==> config.mk <==
export PLATFORM = sky130hd
export DESIGN_NAME = keypad_scan
export DESIGN_NICKNAME = d
export VERILOG_FILES = /design/src/rtl/keypad_pkg.sv /design/src/rtl/keypad_sync.sv /design/src/rtl/keypad_scan.sv
export SDC_FILE = /design/constraint.sdc
export NUM_CORES = 1
export LEC_CHECK = 0
export CAP_MARGIN = 20
export CORE_MARGIN = 10
export CORE_UTILIZATION = 55
export CTS_CLUSTER_DIAMETER = 30
export CTS_CLUSTER_SIZE = 40
export DETAILED_ROUTE_END_ITERATION = 7
export PLACE_DENSITY = 0.78
export SKIP_CTS_REPAIR_TIMING = 1
export SYNTH_ARGS = -nofsm -noshare
export SYNTH_HDL_FRONTEND = slang
export SYNTH_SLANG_ARGS = --single-unit
==> constraint.sdc <==
create_clock -name clk -period 2.3 [get_ports clk]
set_input_delay 0.46 -clock clk [delete_from_list [all_inputs] [get_ports clk]]
set_output_delay 0.46 -clock clk [all_outputs]
set_load 0.03 [all_outputs]
==> src/rtl/keypad_pkg.sv <==
// Shared types and constants for the 4x4 matrix keypad scanner.
// Holds the FSM state encoding, the hex keymap and column/row helpers.
package keypad_pkg;

   typedef enum logic [1:0] {
      SCAN     = 2'd0,
      DEBOUNCE = 2'd1,
      PRESSED  = 2'd2,
      RELEASE  = 2'd3
   } scan_state_t;

   localparam logic [3:0] COL_IDLE = 4'b1110;

   // Keymap: row 3 carries '*' as E and '#' as F.
   function automatic logic [3:0] code(input logic [1:0] r, input logic [1:0] c);
      logic [3:0] k;
      case ({r, c})
         4'h0:    k = 4'h1;
         4'h1:    k = 4'h2;
         4'h2:    k = 4'h3;
         4'h3:    k = 4'hA;
         4'h4:    k = 4'h4;
         4'h5:    k = 4'h5;
         4'h6:    k = 4'h6;
         4'h7:    k = 4'hB;
         4'h8:    k = 4'h7;
         4'h9:    k = 4'h8;
         4'hA:    k = 4'h9;
         4'hB:    k = 4'hC;
         4'hC:    k = 4'hE;
         4'hD:    k = 4'h0;
         4'hE:    k = 4'hF;
         4'hF:    k = 4'hD;
         default: k = 4'h0;
      endcase
      return k;
   endfunction

   function automatic logic [3:0] col_drive(input logic [1:0] c);
      return ~(4'b0001 << c);
   endfunction

   // Lowest-index active-low row wins; result is don't-care when all rows are high.
   function automatic logic [1:0] first_low(input logic [3:0] rows);
      logic [1:0] r;
      if (rows[0] == 1'b0) begin
         r = 2'd0;
      end else if (rows[1] == 1'b0) begin
         r = 2'd1;
      end else if (rows[2] == 1'b0) begin
         r = 2'd2;
      end else begin
         r = 2'd3;
      end
      return r;
   endfunction

endpackage

==> src/rtl/keypad_sync.sv <==
// Two-flop synchronizer for the asynchronous, active-low keypad row lines.
// Resets to all-high so an idle keypad is seen immediately after reset.
module keypad_sync
   import keypad_pkg::*;
(
   input  logic       clk,
   input  logic       reset,
   input  logic [3:0] d,
   output logic [3:0] q
);

   logic [3:0] meta_r;
   logic [3:0] sync_r;

   // Metastability chain for the row inputs.
   always_ff @(posedge clk) begin
      if (!reset) begin
         meta_r <= 4'b1111;
         sync_r <= 4'b1111;
      end else begin
         meta_r <= d;
         sync_r <= meta_r;
      end
   end

   assign q = sync_r;

endmodule

==> src/rtl/keypad_scan.sv <==
// Time-multiplexed 4x4 keypad scanner: drives one column low per dwell period,
// debounces presses and releases on end-of-dwell samples, and strobes the key code.
module keypad_scan
   import keypad_pkg::*;
#(
   parameter int SCAN_DIV   = 50000,
   parameter int DEBOUNCE_N = 20
) (
   input  logic       clk,
   input  logic       reset,
   input  logic [3:0] row,
   output logic [3:0] col,
   output logic [3:0] key_code,
   output logic       key_valid,
   output logic       key_held
);

   localparam int DW = $clog2(SCAN_DIV);
   localparam int CW = $clog2(DEBOUNCE_N + 1);
   localparam logic [DW-1:0] DWELL_LAST = DW'(SCAN_DIV - 1);
   localparam logic [DW-1:0] DWELL_ONE  = DW'(1);
   localparam logic [DW-1:0] DWELL_ZERO = DW'(0);
   localparam logic [CW-1:0] DEB_TARGET = CW'(DEBOUNCE_N);
   localparam logic [CW-1:0] CNT_ONE    = CW'(1);
   localparam logic [CW-1:0] CNT_ZERO   = CW'(0);

   logic [3:0]    row_s;
   logic          sample_s;
   logic          any_low_s;
   logic [1:0]    win_row_s;
   logic [CW-1:0] cnt_inc_s;

   logic [DW-1:0] dwell_r;
   scan_state_t   state_r,     state_n;
   logic [1:0]    col_idx_r,   col_idx_n;
   logic [1:0]    cand_row_r,  cand_row_n;
   logic [CW-1:0] cnt_r,       cnt_n;
   logic [3:0]    col_r,       col_n;
   logic [3:0]    key_code_r,  key_code_n;
   logic          key_valid_r, key_valid_n;
   logic          key_held_r,  key_held_n;

   keypad_sync u_sync (
      .clk   (clk),
      .reset (reset),
      .d     (row),
      .q     (row_s)
   );

   assign sample_s  = (dwell_r == DWELL_LAST);
   assign any_low_s = (row_s != 4'b1111);
   assign win_row_s = first_low(row_s);
   assign cnt_inc_s = cnt_r + CNT_ONE;

   // Dwell counter: one sample per column period.
   always_ff @(posedge clk) begin
      if (!reset) begin
         dwell_r <= DWELL_ZERO;
      end else if (sample_s) begin
         dwell_r <= DWELL_ZERO;
      end else begin
         dwell_r <= dwell_r + DWELL_ONE;
      end
   end

   // FSM and output registers.
   always_ff @(posedge clk) begin
      if (!reset) begin
         state_r     <= SCAN;
         col_idx_r   <= 2'd0;
         cand_row_r  <= 2'd0;
         cnt_r       <= CNT_ZERO;
         col_r       <= COL_IDLE;
         key_code_r  <= 4'h0;
         key_valid_r <= 1'b0;
         key_held_r  <= 1'b0;
      end else begin
         state_r     <= state_n;
         col_idx_r   <= col_idx_n;
         cand_row_r  <= cand_row_n;
         cnt_r       <= cnt_n;
         col_r       <= col_n;
         key_code_r  <= key_code_n;
         key_valid_r <= key_valid_n;
         key_held_r  <= key_held_n;
      end
   end

   // Next-state logic; column is frozen everywhere except on SCAN advance and exits to SCAN.
   always_comb begin
      state_n     = state_r;
      col_idx_n   = col_idx_r;
      cand_row_n  = cand_row_r;
      cnt_n       = cnt_r;
      key_code_n  = key_code_r;
      key_valid_n = 1'b0;
      key_held_n  = key_held_r;

      if (sample_s) begin
         case (state_r)
            SCAN: begin
               if (any_low_s) begin
                  cand_row_n = win_row_s;
                  if (DEBOUNCE_N == 1) begin
                     state_n     = PRESSED;
                     cnt_n       = CNT_ZERO;
                     key_valid_n = 1'b1;
                     key_code_n  = code(win_row_s, col_idx_r);
                     key_held_n  = 1'b1;
                  end else begin
                     state_n = DEBOUNCE;
                     cnt_n   = CNT_ONE;
                  end
               end else begin
                  col_idx_n = col_idx_r + 2'd1;
               end
            end
            DEBOUNCE: begin
               if (any_low_s && (win_row_s == cand_row_r)) begin
                  if (cnt_inc_s == DEB_TARGET) begin
                     state_n     = PRESSED;
                     cnt_n       = CNT_ZERO;
                     key_valid_n = 1'b1;
                     key_code_n  = code(cand_row_r, col_idx_r);
                     key_held_n  = 1'b1;
                  end else begin
                     cnt_n = cnt_inc_s;
                  end
               end else begin
                  state_n   = SCAN;
                  cnt_n     = CNT_ZERO;
                  col_idx_n = col_idx_r + 2'd1;
               end
            end
            PRESSED: begin
               if (!any_low_s) begin
                  if (DEBOUNCE_N == 1) begin
                     state_n    = SCAN;
                     cnt_n      = CNT_ZERO;
                     key_held_n = 1'b0;
                     col_idx_n  = col_idx_r + 2'd1;
                  end else begin
                     state_n = RELEASE;
                     cnt_n   = CNT_ONE;
                  end
               end else begin
                  state_n = PRESSED;
               end
            end
            RELEASE: begin
               if (!any_low_s) begin
                  if (cnt_inc_s == DEB_TARGET) begin
                     state_n    = SCAN;
                     cnt_n      = CNT_ZERO;
                     key_held_n = 1'b0;
                     col_idx_n  = col_idx_r + 2'd1;
                  end else begin
                     cnt_n = cnt_inc_s;
                  end
               end else begin
                  state_n = PRESSED;
                  cnt_n   = CNT_ZERO;
               end
            end
            default: begin
               state_n   = SCAN;
               cnt_n     = CNT_ZERO;
               col_idx_n = 2'd0;
            end
         endcase
      end else begin
         state_n = state_r;
      end

      col_n = col_drive(col_idx_n);
   end

   assign col       = col_r;
   assign key_code  = key_code_r;
   assign key_valid = key_valid_r;
   assign key_held  = key_held_r;

endmodule

==> run metrics, run 1 <==
f_max between 400 and 500 MHz; final design utilization between 60% and 70%; Hold WC Path Type reg2reg; syn_nets around 240; wire length per cell 13.5 um; cell taking the most area after synthesis dfxtp_1; most frequent CP cell and3_1; Area growth syn-to-layout 14.5%; required time worst endpoint 2.50 ns; mux cell area share after synthesis 2.38%; PD cells 600 nW/um^2; Min Hold Slack just over 0.4 ns; post-route minimum period approximately 2.1 ns; Max Root-Sink Buffers 2; Cell Area, Synth approximately 2200 sq um; via count about 1700; largest net degree at the start of global routing 16; slowest stage delay, CP approximately 0.39 ns; clk_lat worst skew approximately 0.30 ns; number of synthesized register bits 45; drt first pass iters 4; outcome finished, final reports clean; Synth Area in XOR/XNOR under 10%; Yosys top cell area share 41.8%; Antenna Nets Post-Route 0; final number of hold-violating endpoints 0; Rel. slew slack roughly 64%; ranking of synthesized cells by area dfxtp_1 42%, nor2_1 5.6%, ha_1 3.5%, xnor2_1 3.3%, xor2_1 3.3%; Final Skew approximately 0.011 ns; Adder-Cell Fraction of Synth Area under 10%; CP Data Arrival Time ~2.3 ns; cells along the critical path ha_1 -> and3_1 -> nand4_2 -> buf_4 -> a21o_4 -> and3_1 -> o21a_1; die width 82.6 um; Placer Congestion between 0.8 and 0.9; Net count, final 261; GRT Util Overall 13.1%; Worst-Margin Slew 0.540 ns; Setup violations, final 0; setup TNS 0 ns; Yosys Warn Count 0; DP Area 2350 sq um; number of buffers added on ports 15; leak pwr between 0.0009 and 0.001 uW; core area roughly 3700 sq um; CTS tree built; Std-Cell Rows 22; commonest non-fill, non-tap cell in the layout dfxtp_1; startpoint types register; CTS Buf Count 5; Final Cycle Share roughly 90%; Tot Pwr about 1500 uW; total gr overflow 0; prevailing post-synth register cell dfxtp_1; Setup crit end kind register; Initial Util 58.0%; design area roughly 2500 sq um; Via density ~5.6; Detailed Place HPWL about 2800 um; final WL ~4000 um; Post-synth EDFFs 0; slowest CP cell dfxtp_1; synthesized area per cell between 9 and 10 sq um; main combinational cell family by area after synthesis simple AND/OR/NAND/NOR gates; wire length of the first global-routing pass 7070 um; post-synthesis sequential area ratio around two fifths; initial antenna violation count 0; full die area 6820 sq um; Worst VDD drop approximately 0.51 mV; fin. max-slew vios 0; Starting DRT DRC Count ~130; CTS H-Tree Depth 2; FFs w/ async S/R, synth 0%; max cap viols 0; Clock Sinks 45; Reg clk slew, reported paths about 0.07 ns; RSZ-0062 raised after global routing false; kind of critical path reg2reg; root buf cell clkbuf_8; chip height between 80 and 90 um; Residual DRC 0; diode count 0; simple-gate share of the synthesized area around 27%; Mapped Cells ~230; Boundary Pins 16; post-synthesis compound-gate area fraction between 10% and 20%; fill count between 300 and 400; vias in the first global route 1516; worst-path fanout max 9; share of layout cells above drive strength 1 roughly 10%; most frequent cells in the layout 45 x dfxtp_1, 32 x nor2_1, 15 x clkdlybuf4s50_1, 14 x nand2_1, 11 x nand3_1; synth unique cells 50
-- cells in the mapped netlist, drive strengths merged, types with 2 or more instances --
| cell type | n |
|---|---|
| a211oi | 3 |
| a21o | 2 |
| a21oi | 6 |
| a22o | 4 |
| a22oi | 2 |
| a311oi | 2 |
| a31oi | 2 |
| and2 | 2 |
| and3 | 3 |
| and3b | 2 |
| and4 | 5 |
| and4bb | 3 |
| buf | 5 |
| clkbuf | 4 |
| dfxtp | 45 |
| ha | 6 |
| inv | 10 |
| mux2i | 4 |
| nand2 | 14 |
| nand2b | 10 |
| nand3 | 11 |
| nand4 | 7 |
| nor2 | 32 |
| nor2b | 2 |
| nor3 | 6 |
| o211ai | 3 |
| o21ai | 7 |
| xnor2 | 8 |
| xor2 | 8 |
-- cell families (layout without fill, tap and decap cells) --
kind of cell / count (synthesis) / after routing
multiplexers: 5 / 5
AND/OR/NAND/NOR: 101 / 101
buffers and inverters: 19 / 37
adder cells (fa/ha/maj): 6 / 6
flip-flops: 45 / 45
AO/OA/AOI/OAI: 40 / 40
XOR/XNOR: 16 / 16
-- final cells by class --
cell class	count	area [sq um]	area share (%)
clock buffers	7	86.3	3.50
clock inverters	1	30.0	1.22
inverters	10	37.5	1.52
well taps	48	60.1	2.43
repair buffers	19	180	7.30
multi-input cells	168	1170	47.5
flip-flops and latches	45	901	36.5
-- power by group --
group	switching [uW]	internal, uW	leakage, uW	total (uW)
Combinational	36.4	28.3	0.000487	64.7
Clock	262	354	0.0000585	617
Sequential	9.00	791	0.000365	800
Total	308	1170	0.000911	1480
-- worst max-delay path, delay by kind of cell, from the launching register on --
family                   cells  cell delay [ns]
buffers and inverters        1             0.26
AND/OR/NAND/NOR              3             0.72
AO/OA/AOI/OAI                2             0.39
adder cells (fa/ha/maj)      1             0.22
flip-flops                   1             0.39
-- per-stage QoR --
step | cells | worst slack, ns
after global routing | 298 | 0.0639
after global placement | 290 | 0.306
final | 298 | 0.220
after detailed placement | 290 | 0.244
after CTS | 298 | 0.217
after floorplan | 232 | 0.490
-- flip-flops by register name, summed over array words and instances (netlist names) --
name,cells
u_sync.meta_r,4
key_valid,1
cnt_r,5
col,4
key_code,4
state_r,2
cand_row_r,2
key_held,1
dwell_r,16
u_sync.q,4
col_idx_r,2
-- per-layer routing --
layer  wire length, um  global-route usage, %  share of wire (%)  up-vias
met1              2040                   17.7                 51      770
met4                44                   4.52                1.1        0
met2              1700                   18.7                 42       33
li1                  -                      -                  -      860
met3               239                   4.64                6.0        5
met5                 0                      0                  0        -
-- final timing paths --
check	cells past startpoint	to	from	slack (ns)
max reg2reg	7	col_idx_r[1]	dwell_r[0]	0.22
max	7	col_idx_r[1]	dwell_r[0]	0.22
min reg2reg	1	u_sync.q[3]	u_sync.meta_r[3]	0.41
min	1	u_sync.q[3]	u_sync.meta_r[3]	0.41
(Power assumes the default switching activity.)
==> run 2, diff against run 1 <==
- RECOVER_POWER: default -> 50
==> run 2 against run 1 <==
  * Routed wire length shrank 0.65%
  * First-iteration DRC count up 0.79%
  * Total power fell by 0.28%
  * Critical path depth is the same
  * Sequential share of layout area rose by 0.11 points
  * Clock-buffer cell count unchanged
  * Critical path type unchanged
  * Largest power group unchanged
==> run metrics, run 2 (synthesis results as in run 1) <==
Worst-Margin Slew roughly 0.62 ns; clk_lat worst skew between 0.3 and 0.4 ns; CTS tree built; startpoint types register; final WL approximately 4000 um; Clk pwr share 41.6%; Detailed Place HPWL between 2000 and 3000 um; vias in the first global route 1516; Buf/Inv on CP 1; slowest CP cell dfxtp_1; Setup crit end kind register; most frequent cells in the layout 45 x dfxtp_1, 32 x nor2_1, 14 x nand2_1, 11 x nand3_1, 11 x dlygate4sd3_1; outcome finished, final reports clean; wire length per cell ~13 um; initial antenna violation count 0; max cap viols 0; FF-to-FF path depth 7; Rel. slew slack around three fifths; Biggest register dwell_r; Boundary Pins 16; root buf cell clkbuf_8; Internal roughly 1200 uW; commonest non-fill, non-tap cell in the layout dfxtp_1; Initial Util ~58%; Net count, final ~260; slowest stage delay, CP between 0.3 and 0.4 ns; Placer Congestion about 0.85; Psw roughly 310 uW; Residual DRC 0; Hold WC Path Type reg2reg; Clock Sinks 45; required time worst endpoint around 2.5 ns; wire length of the first global-routing pass 7070 um; final design utilization about two thirds; Area growth syn-to-layout 14.1%; number of buffers added on ports 15; die width 82.6 um; Flop pwr share between 50% and 60%; Final Skew approximately 0.011 ns; f_max approximately 480 MHz; fin. max-slew vios 0; worst-path fanout max 9; DP Cell Count 290; CP Data Arrival Time approximately 2.3 ns; Min Hold Slack about 0.41 ns; CTS H-Tree Depth 2; Reg clk slew, reported paths 0.07 ns; leak pwr roughly 0.00092 uW; total gr overflow 0; Post-Layout Cell Count a little under 300; Register Area around 900 sq um; full die area 6820 sq um; hold path cells 1; fill count about 330; share of layout cells above drive strength 1 9.20%; GRT Util Overall 13.1%; Worst VDD drop a little under 0.5 mV; Via density between 5 and 6; setup TNS 0 ns; kind of critical path reg2reg; cells along the critical path ha_1 -> and3_1 -> nand4_2 -> clkbuf_1 -> a21o_4 -> and3_1 -> o21a_1; Levels on crit path 7; final number of hold-violating endpoints 0; via count 1675; chip height between 80 and 90 um; diode count 0; Max Root-Sink Buffers 2; Final Cycle Share 90.2%; Starting DRT DRC Count around 130; post-route minimum period a little over 2 ns; RSZ-0062 raised after global routing false; largest net degree at the start of global routing 16; PD cells around 600 nW/um^2; multi-input logic area 1170 sq um; Crit path max-delay family simple AND/OR/NAND/NOR gates; CTS Buf Count 5; Setup violations, final 0; max reg flops 16; core area approximately 3700 sq um; drt first pass iters 4; most frequent CP cell and3_1; Std-Cell Rows 22; Comb pwr share under 10%; Largest regs dwell_r: 16 flops, cnt_r: 5 flops; switching share of power 20.7%; Antenna Nets Post-Route 0
-- run 2: cell count changes in the layout (fill, tap and decap cells not counted) --
cell and delta:
buf_4 -2, clkbuf_1 +2, clkdlybuf4s50_1 -11, dlygate4sd3_1 +11
-- run 2: worst paths after layout --
path,slack (ns),start,endpoint
max reg2reg,0.23,dwell_r[0],col_idx_r[1]
min,0.41,u_sync.meta_r[3],u_sync.q[3]
min reg2reg,0.41,u_sync.meta_r[3],u_sync.q[3]
max,0.23,dwell_r[0],col_idx_r[1]
-- run 2: metal layers --
metal	routed length, um	vias up	global-route usage, %
met5	0	-	0
met4	57	0	4.52
met3	190	5	4.64
met2	1680	30	18.7
met1	2060	777	17.7
li1	-	863	-
-- run 2: layout make-up --
type / instances / area share, %
multi-input combinational: 168 / 47.7
sequential: 45 / 36.6
clock buffer: 7 / 3.51
tap: 48 / 2.44
inverter: 10 / 1.53
timing repair buffer: 19 / 7.02
clock inverter: 1 / 1.22
-- run 2: power by group through the flow --
| stage | clock network (uW) | registers, uW | logic (uW) |
|---|---|---|---|
| 2_1_floorplan | 0 | 819 | 38.0 |
| 3_3_place_gp | 0 | 817 | 64.0 |
| 3_5_place_dp | 0 | 818 | 64.1 |
| 4_1_cts | 625 | 800 | 64.7 |
| 5_1_grt | 665 | 802 | 70.2 |
| 6_report | 614 | 800 | 62.8 |
-- run 2: worst reg2reg max path, stage by stage, from the launching register on --
cell	delay, ns
dfxtp_1	0.39
ha_1	0.22
and3_1	0.25
nand4_2	0.27
clkbuf_1	0.24
a21o_4	0.23
and3_1	0.19
o21a_1	0.18
-- run 2: per-stage QoR --
stage          setup WS, ns  cell area (sq um)  power (uW)
3_5_place_dp          0.244               2350         882
6_report              0.225               2460        1480
3_3_place_gp          0.306               2350         881
2_1_floorplan         0.490               2160         857
4_1_cts               0.217               2470        1490
5_1_grt              0.0607               2460        1540
==> run 3, diff against run 2 <==
- GPL_TIMING_DRIVEN: default -> 0
==> run 3 against run 2 <==
  * Clock-buffer cell count is 2 lower
  * Register-to-register slack hardly changed
  * Clock skew is 0.0049 ns lower
  * Sequential power hardly changed
  * First-iteration DRC count is 46% lower
  * Design area is 0.61% higher
  * Critical endpoint is now key_code[0]
  * Largest power group unchanged
==> run metrics, run 3 (synthesis results as in run 1) <==
CP Data Arrival Time about 2.3 ns; wire length per cell about 13 um; Final Cycle Share between 90% and 100%; Net count, final 266; Placer Congestion roughly 0.85; wire length of the first global-routing pass ~6600 um; max reg flops 16; fill count approximately 320; drt first pass iters 4; CTS H-Tree Depth 2; RSZ-0062 raised after global routing false; required time worst endpoint between 2 and 2.5 ns; core area ~3700 sq um; full die area roughly 7000 sq um; kind of critical path reg2reg; startpoint types register; Via density approximately 5.4; Initial Util 58.0%; Worst VDD drop slightly above 0.5 mV; CTS Buf Count 5; total gr overflow 0; outcome finished, final reports clean; Area growth syn-to-layout 14.8%; Hold WC Path Type reg2reg; CTS tree built; number of buffers added on ports 15; GRT Util Overall approximately an eighth; Residual DRC 0; Clock Sinks between 40 and 50; share of layout cells above drive strength 1 10.2%; max cap viols 0; vias in the first global route 1520; Setup violations, final 0; post-route minimum period approximately 2.1 ns; via count roughly 1700; Setup crit end kind register; largest net degree at the start of global routing 16; leak pwr slightly above 0.0009 uW; Std-Cell Rows 22; PD cells a little under 600 nW/um^2; final number of hold-violating endpoints 0; die width around 83 um; Worst-Margin Slew about 0.54 ns; PnR worst setup slack ~0.21 ns; f_max 479 MHz; pre-CTS setup slack 0.250 ns; setup TNS 0 ns; Antenna Nets Post-Route 0; Detailed Place HPWL between 2000 and 3000 um; Largest regs dwell_r: 16 flops, cnt_r: 5 flops; Biggest register dwell_r; commonest non-fill, non-tap cell in the layout dfxtp_1; Reg clk slew, reported paths roughly 0.09 ns; chip height just over 80 um; Max Root-Sink Buffers 2; final WL approximately 3800 um; Boundary Pins 16; Rel. slew slack a little under two thirds; clk_lat worst skew around 0.30 ns; diode count 0; worst-path fanout max 7; Final Skew approximately 0.006 ns; fin. max-slew vios 0; initial antenna violation count 0; Starting DRT DRC Count 68; root buf cell clkbuf_8; most frequent cells in the layout 45 x dfxtp_1, 32 x nor2_1, 14 x nand2_1, 11 x nand3_1, 11 x dlygate4sd3_1
==> run 3: power by group <==
| group | internal [uW] | leakage (uW) | switching [uW] |
|---|---|---|---|
| clock | 325 | 0.0000543 | 277 |
| combinational | 26.3 | 0.000503 | 35.4 |
| sequential | 791 | 0.000365 | 8.31 |
| total | 1140 | 0.000922 | 321 |
==> run 3: final cells by class <==
class | count | area [sq um] | area share [%]
multi-input cells | 168 | 1170 | 47.1
flip-flops and latches | 45 | 901 | 36.4
repair buffers | 15 | 150 | 6.07
clock buffers | 5 | 68.8 | 2.78
well taps | 48 | 60.1 | 2.43
clock inverters | 3 | 46.3 | 1.87
plain buffers | 9 | 45.0 | 1.82
inverters | 10 | 37.5 | 1.52
==> run 3: per-stage QoR <==
stage | power, uW | utilization (%) | cell area, sq um | instances | hold slack (ns)
finish | 1460 | 66.6 | 2470 | 303 | 0.412
global route | 1520 | 66.6 | 2470 | 303 | 0.430
CTS | 1470 | 66.8 | 2480 | 303 | 0.413
detailed placement | 880 | 63.7 | 2370 | 295 | 0.392
global placement | 879 | 63.7 | 2370 | 295 | 0.389
floorplan | 857 | - | 2160 | 232 | 0.386
==> run 3: final timing paths <==
check | slack [ns] | depth (start not counted) | endpoint | from
worst min register to register | 0.41 | 1 | u_sync.q[2] | u_sync.meta_r[2]
worst min-delay path | 0.41 | 1 | u_sync.q[2] | u_sync.meta_r[2]
worst max-delay path | 0.21 | 6 | key_code[0] | cnt_r[0]
worst max register to register | 0.21 | 6 | key_code[0] | cnt_r[0]
==> run 3: per-layer routing <==
metal | vias up | global-route usage, % | routed length (um)
li1 | 866 | - | -
met1 | 753 | 15.8 | 1950
met2 | 28 | 18.7 | 1610
met3 | 4 | 4.86 | 198
met4 | 0 | 3.51 | 40
met5 | - | 0 | 0
==> run 3: worst max-delay path, stage by stage (launching register included) <==
cell       delay [ns]
dfxtp_1          0.39
ha_1             0.24
and4bb_2         0.28
nand2_1          0.17
a2111oi_4        0.59
mux2i_1          0.24
nor2_1           0.06
